### config.mk
export PLATFORM = sky130hd
export DESIGN_NAME = iq_downmixer
export DESIGN_NICKNAME = d
export VERILOG_FILES = /design/src/rtl/iq_downmixer_pkg.sv /design/src/rtl/iq_nco.sv /design/src/rtl/iq_downmixer.sv
export SDC_FILE = /design/constraint.sdc
export NUM_CORES = 1
export LEC_CHECK = 0
export BUFFER_PORTS_ARGS = -buffer_cell sky130_fd_sc_hd__buf_2
export CORE_ASPECT_RATIO = 0.8
export CORE_MARGIN = 2
export CORE_UTILIZATION = 51
export DETAILED_ROUTE_END_ITERATION = 16
export PLACE_DENSITY = 0.83
export SLEW_MARGIN = 40
export SYNTH_ARGS = -nofsm -noshare
export SYNTH_HDL_FRONTEND = slang
export SYNTH_SLANG_ARGS = --single-unit
### constraint.sdc
create_clock -name clk -period 3.87 [get_ports clk]
set_clock_uncertainty 0.1 [all_clocks]
set_input_delay 0.5805 -clock clk [delete_from_list [all_inputs] [get_ports clk]]
set_output_delay 0.5805 -clock clk [all_outputs]
set_load 0.05 [all_outputs]
### src/rtl/iq_downmixer_pkg.sv
// iq_downmixer_pkg
// Shared definitions for the IQ downmixer:
//   quad_t      - NCO quadrant taken from the top two phase bits
//   acc_width() - signed output/accumulator width for a given input width
//                 and decimation factor (IN_W + 1 + clog2(DECIM))
package iq_downmixer_pkg;

    typedef enum logic [1:0] {
        QUAD_0 = 2'b00,  // I +1, Q -1
        QUAD_1 = 2'b01,  // I -1, Q -1
        QUAD_2 = 2'b10,  // I -1, Q +1
        QUAD_3 = 2'b11   // I +1, Q +1
    } quad_t;

    function automatic int acc_width(input int in_w, input int decim);
        return in_w + 1 + $clog2(decim);
    endfunction

endpackage

### src/rtl/iq_nco.sv
// iq_nco
// Phase accumulator with quadrant decode into I/Q sign selects.
// Ports:
//   clk, rst   - clock, synchronous active-high reset
//   clr        - synchronous phase restart (wins over advance)
//   advance    - add freq_word to the phase this cycle
//   freq_word  - phase increment (PHASE_W bits)
//   i_neg      - current quadrant multiplies I by -1
//   q_neg      - current quadrant multiplies Q by -1
module iq_nco
    import iq_downmixer_pkg::*;
#(
    parameter int PHASE_W = 16
) (
    input  logic               clk,
    input  logic               rst,
    input  logic               clr,
    input  logic               advance,
    input  logic [PHASE_W-1:0] freq_word,
    output logic               i_neg,
    output logic               q_neg
);

    logic [PHASE_W-1:0] phase;
    quad_t              quad;

    always_ff @(posedge clk) begin
        if (rst || clr) begin
            phase <= '0;
        end else if (advance) begin
            phase <= phase + freq_word;  // wraps modulo 2^PHASE_W
        end
    end

    assign quad = quad_t'(phase[PHASE_W-1 -: 2]);

    always_comb begin
        i_neg = 1'b0;
        q_neg = 1'b0;
        unique case (quad)
            QUAD_0: begin i_neg = 1'b0; q_neg = 1'b1; end
            QUAD_1: begin i_neg = 1'b1; q_neg = 1'b1; end
            QUAD_2: begin i_neg = 1'b1; q_neg = 1'b0; end
            QUAD_3: begin i_neg = 1'b0; q_neg = 1'b0; end
        endcase
    end

endmodule

### src/rtl/iq_downmixer.sv
// iq_downmixer
// Quarter-rate IQ downmixer with integrate-and-dump decimation by DECIM.
// Optional feature: define IQ_DOWNMIXER_DUMP_CNT_EN to add the dump_cnt output.
// Ports:
//   clk, rst          - clock, synchronous active-high reset
//   freq_word         - NCO phase increment per accepted sample
//   phase_clr         - restart phase, sample count and accumulators
//   s_data/s_valid/s_ready - signed input sample stream
//   m_i/m_q/m_valid/m_ready - signed I/Q block sums, held until accepted
//   dump_cnt          - (optional) number of dumps modulo 2^16
module iq_downmixer
    import iq_downmixer_pkg::*;
#(
    parameter int IN_W    = 12,
    parameter int PHASE_W = 16,
    parameter int DECIM   = 8
) (
    input  logic                                     clk,
    input  logic                                     rst,
    input  logic [PHASE_W-1:0]                       freq_word,
    input  logic                                     phase_clr,
    input  logic signed [IN_W-1:0]                   s_data,
    input  logic                                     s_valid,
    output logic                                     s_ready,
    output logic signed [acc_width(IN_W, DECIM)-1:0] m_i,
    output logic signed [acc_width(IN_W, DECIM)-1:0] m_q,
    output logic                                     m_valid,
    input  logic                                     m_ready
`ifdef IQ_DOWNMIXER_DUMP_CNT_EN
    ,
    output logic [15:0]                              dump_cnt
`endif
);

    localparam int ACC_W  = acc_width(IN_W, DECIM);
    localparam int CNT_W  = $clog2(DECIM);
    localparam int PROD_W = IN_W + 1;
    localparam logic [CNT_W-1:0] LAST = CNT_W'(DECIM - 1);

    logic [CNT_W-1:0]         count;
    logic signed [ACC_W-1:0]  acc_i, acc_q, sum_i, sum_q;
    logic signed [PROD_W-1:0] sample_x, prod_i, prod_q;
    logic                     i_neg, q_neg;
    logic                     last, stall, accept, dump;

    // Only the block-completing sample can be blocked: it is the one that
    // would overwrite an output the sink has not taken yet.
    assign last    = (count == LAST);
    assign stall   = last && m_valid && !m_ready;
    assign s_ready = !rst && !phase_clr && !stall;
    assign accept  = s_valid && s_ready;
    assign dump    = accept && last;

    iq_nco #(.PHASE_W(PHASE_W)) u_nco (
        .clk       (clk),
        .rst       (rst),
        .clr       (phase_clr),
        .advance   (accept),
        .freq_word (freq_word),
        .i_neg     (i_neg),
        .q_neg     (q_neg)
    );

    // One extra bit so that negating the most negative sample cannot wrap.
    assign sample_x = {s_data[IN_W-1], s_data};
    assign prod_i   = i_neg ? -sample_x : sample_x;
    assign prod_q   = q_neg ? -sample_x : sample_x;
    assign sum_i    = acc_i + ACC_W'(prod_i);
    assign sum_q    = acc_q + ACC_W'(prod_q);

    always_ff @(posedge clk) begin
        if (rst) begin
            count   <= '0;
            acc_i   <= '0;
            acc_q   <= '0;
            m_i     <= '0;
            m_q     <= '0;
            m_valid <= 1'b0;
        end else begin
            if (m_valid && m_ready) begin
                m_valid <= 1'b0;
            end
            if (phase_clr) begin
                count <= '0;
                acc_i <= '0;
                acc_q <= '0;
            end else if (accept) begin
                if (last) begin
                    // Dump includes the current sample; next block starts clean.
                    count   <= '0;
                    acc_i   <= '0;
                    acc_q   <= '0;
                    m_i     <= sum_i;
                    m_q     <= sum_q;
                    m_valid <= 1'b1;
                end else begin
                    count <= count + CNT_W'(1);
                    acc_i <= sum_i;
                    acc_q <= sum_q;
                end
            end
        end
    end

`ifdef IQ_DOWNMIXER_DUMP_CNT_EN
    always_ff @(posedge clk) begin
        if (rst) begin
            dump_cnt <= '0;
        end else if (dump) begin
            dump_cnt <= dump_cnt + 16'd1;
        end
    end
`endif

endmodule

==> results.sh <==
export IMPL_run_status="finished, final reports clean"
export IMPL_ys_types=64
export IMPL_synth_most_common_cell="dfxtp_1"
export IMPL_wl_per_cell_um=15.3
export IMPL_drtIter0Drc=392
export IMPL_synth_edf_count=0
export IMPL_syn_inst=648
export IMPL_die_h_um=96.0
export IMPL_setup_viol=0
export IMPL_drt_wl_total_um=13400
export IMPL_fin_crit_sh=0.932
export IMPL_p_leak_nw=2.86
export IMPL_crit_type="reg -> reg"
export IMPL_syn_cell_area_um2=5390
export IMPL_drv_slew=0
export IMPL_fmax_mhz=277
export IMPL_worst_ep_required_time_ns=3.96
export IMPL_setup_slack_ns=0.263
export IMPL_drv_cap=0
export IMPL_seq_area_um2=1680
export IMPL_grt_antenna_before_repair=1
export IMPL_areaGrowthSynthToFinish_pct=16.8
export IMPL_hold_viol_final=0
export IMPL_end_kind="register"
export IMPL_grtUsageTotal=0.239
export IMPL_nFillCells=847
export IMPL_tightestPinTransition_ns=0.850
export IMPL_cts_tree="built"
export IMPL_multi_input_area_um2=3540
export IMPL_cts_sinks=84
export IMPL_start_util=0.525
export IMPL_min_path_type="reg -> reg"
export IMPL_ys_seq_area_frac=0.312
export IMPL_htree_levels=3
export IMPL_cp_max_fo=5
export IMPL_pin_count=67
export IMPL_synthTopCellsByArea="dfxtp_1 (31%), ha_1 (13%), a21oi_1 (5.8%)"
export IMPL_synth_largest_area_cell="dfxtp_1"
export IMPL_hpwl_um=9920
export IMPL_grt_max_degree=53
export IMPL_clk_insertion_delay_late_ns=0.34
export IMPL_synth_top_area_frac=0.312
export IMPL_port_buffers=66
export IMPL_power_mw=2.22
export IMPL_drtPass1Iterations=5
export IMPL_syn_nets=740
export IMPL_fin_util=0.613
export IMPL_place_congestion=0.907
export IMPL_reg2regPathDepth=12
export IMPL_max_stage_delay_ns=0.44
export IMPL_slew_headroom=0.432
export IMPL_clk_pin_slew_ns=0.06
export IMPL_drc=0
export IMPL_critPathLaunchType="register"
export IMPL_grt_setup_unrepaired="false"
export IMPL_core_area_um2=10300
export IMPL_ys_flop_type="dfxtp_1"
export IMPL_cts_made_buffers=9
export IMPL_slowest_stage="fa_1"
export IMPL_cp_arrival_ns=3.70
export IMPL_crit_chain="inv_1, ha_1, mux2_2, fa_1, a21o_1, a221oi_1, a211oi_1, nor2_1, a21oi_1, a31o_2, xnor2_1, o21ai_0"
export IMPL_nNetsFinal=818
export IMPL_die_area_um2=11400
export IMPL_cellPowerDensity_nw_per_um2=352
export IMPL_grt_pass1_vias=4609
export IMPL_netlist_top_cells_count="dfxtp_1 (84), nand2_1 (79), nor2_1 (65), a21oi_1 (62), ha_1 (56)"
export IMPL_cts_setup_buffers=0
export IMPL_hold_depth=2
export IMPL_routed_via_count=4916
export IMPL_tns_ns=0
export IMPL_post_place_ws_ns=-0.0729
export IMPL_die_w_um=119
export IMPL_async_flop_share=0
export IMPL_layout_drive_gt1_share=0.179
export IMPL_yosysWarnings=0
export IMPL_cts_path_max_buffers=2
export IMPL_antenna_left=0
export IMPL_ys_ff_latch=84
export IMPL_placed_cell_area_um2=5980
export IMPL_rows=33
export IMPL_vias_per_cell=5.64
export IMPL_syn_avg_cell_area_um2=8.32
export IMPL_design_area_um2=6300
export IMPL_grt_pass1_wl_um=21900
export IMPL_cts_root_buffer="clkbuf_16"
export IMPL_overflow=0
export IMPL_period_needed_ns=3.61
export IMPL_vdd_drop_max_mv=0.279
-- worst max-delay path, delay by kind of cell, from the launching register on --
family	cells	cell delay [ns]
AO/OA/AOI/OAI	6	1.28
XOR/XNOR	1	0.18
adder cells (fa/ha/maj)	2	0.82
buffers and inverters	1	0.07
flip-flops	1	0.41
multiplexers	1	0.39
AND/OR/NAND/NOR	1	0.20
-- metrics by stage --
stage / instances / hold WS [ns]
3_5_place_dp: 855 / 0.345
3_3_place_gp: 855 / 0.340
5_1_grt: 870 / 0.365
6_report: 871 / 0.349
4_1_cts: 870 / 0.353
2_1_floorplan: 648 / 0.329
-- power by group --
part | internal, mW | switching, mW | leakage, nW
registers | 0.886 | 0.0147 | 0.680
clock network | 0.530 | 0.344 | 0.151
logic | 0.191 | 0.254 | 2.03
-- what timing repair did --
item                                    CTS  global route
hold buffers                              0             0
endpoints found under the setup margin    0             2
resized for setup                         0             1
-- cells by family after synthesis --
family          after synthesis  share of synthesized area
compound gates              176                      0.215
xor+xnor                     60                      0.101
fa+ha+maj                    59                      0.141
buf+inv                      41                     0.0339
flops                        84                      0.312
mux                           1                    0.00209
simple gates                227                      0.195
-- layer usage --
layer  routed length (µm)  GRT usage  vias to the layer above
li1                     -          -                     2445
met1                 6060      0.294                     2320
met2                 6410      0.426                      137
met3                  750     0.0492                       14
met4                  147     0.0724                        0
met5                    0          0                        -
-- final timing paths --
kind	startpoint	endpoint	slack [ns]
min reg2reg	m_i[0]$_SDFFE_PP0P_	m_i[0]$_SDFFE_PP0P_	0.35
max	u_nco.phase[14]$_SDFFE_PP0P_	m_i[14]$_SDFFE_PP0P_	0.26
min	m_i[0]$_SDFFE_PP0P_	m_i[0]$_SDFFE_PP0P_	0.35
max reg2reg	u_nco.phase[14]$_SDFFE_PP0P_	m_i[14]$_SDFFE_PP0P_	0.26
-- cell type report --
type / count / share of cell area
repair buffers: 94 / 0.0858
multi-input cells: 523 / 0.563
flip-flops and latches: 84 / 0.267
well taps: 140 / 0.0278
clock buffers: 11 / 0.0401
diodes: 1 / 0.000397
clock inverters: 4 / 0.00775
inverters: 14 / 0.00834
-- state kept, by name (all words and copies together), names as in the netlist --
| signal | count |
|---|---|
| u_nco.phase | 16 |
| m_i | 16 |
| acc_i | 16 |
| count | 3 |
| acc_q | 16 |
| m_valid | 1 |
| m_q | 16 |
-- cell usage in the layout, fill, tap and decap left out, types with 10 or more instances in the layout --
| cell | count |
|---|---|
| dfxtp_1 | 84 |
| nand2_1 | 79 |
| buf_2 | 66 |
| nor2_1 | 65 |
| a21oi_1 | 62 |
| ha_1 | 56 |
| xnor2_1 | 30 |
| xor2_1 | 28 |
| buf_4 | 28 |
| o21ai_0 | 25 |
| nand3_1 | 20 |
| inv_1 | 14 |
| a21o_1 | 14 |
| nor3_1 | 13 |
| a22o_1 | 10 |
| a22oi_1 | 10 |
(Power assumes the default switching activity.)
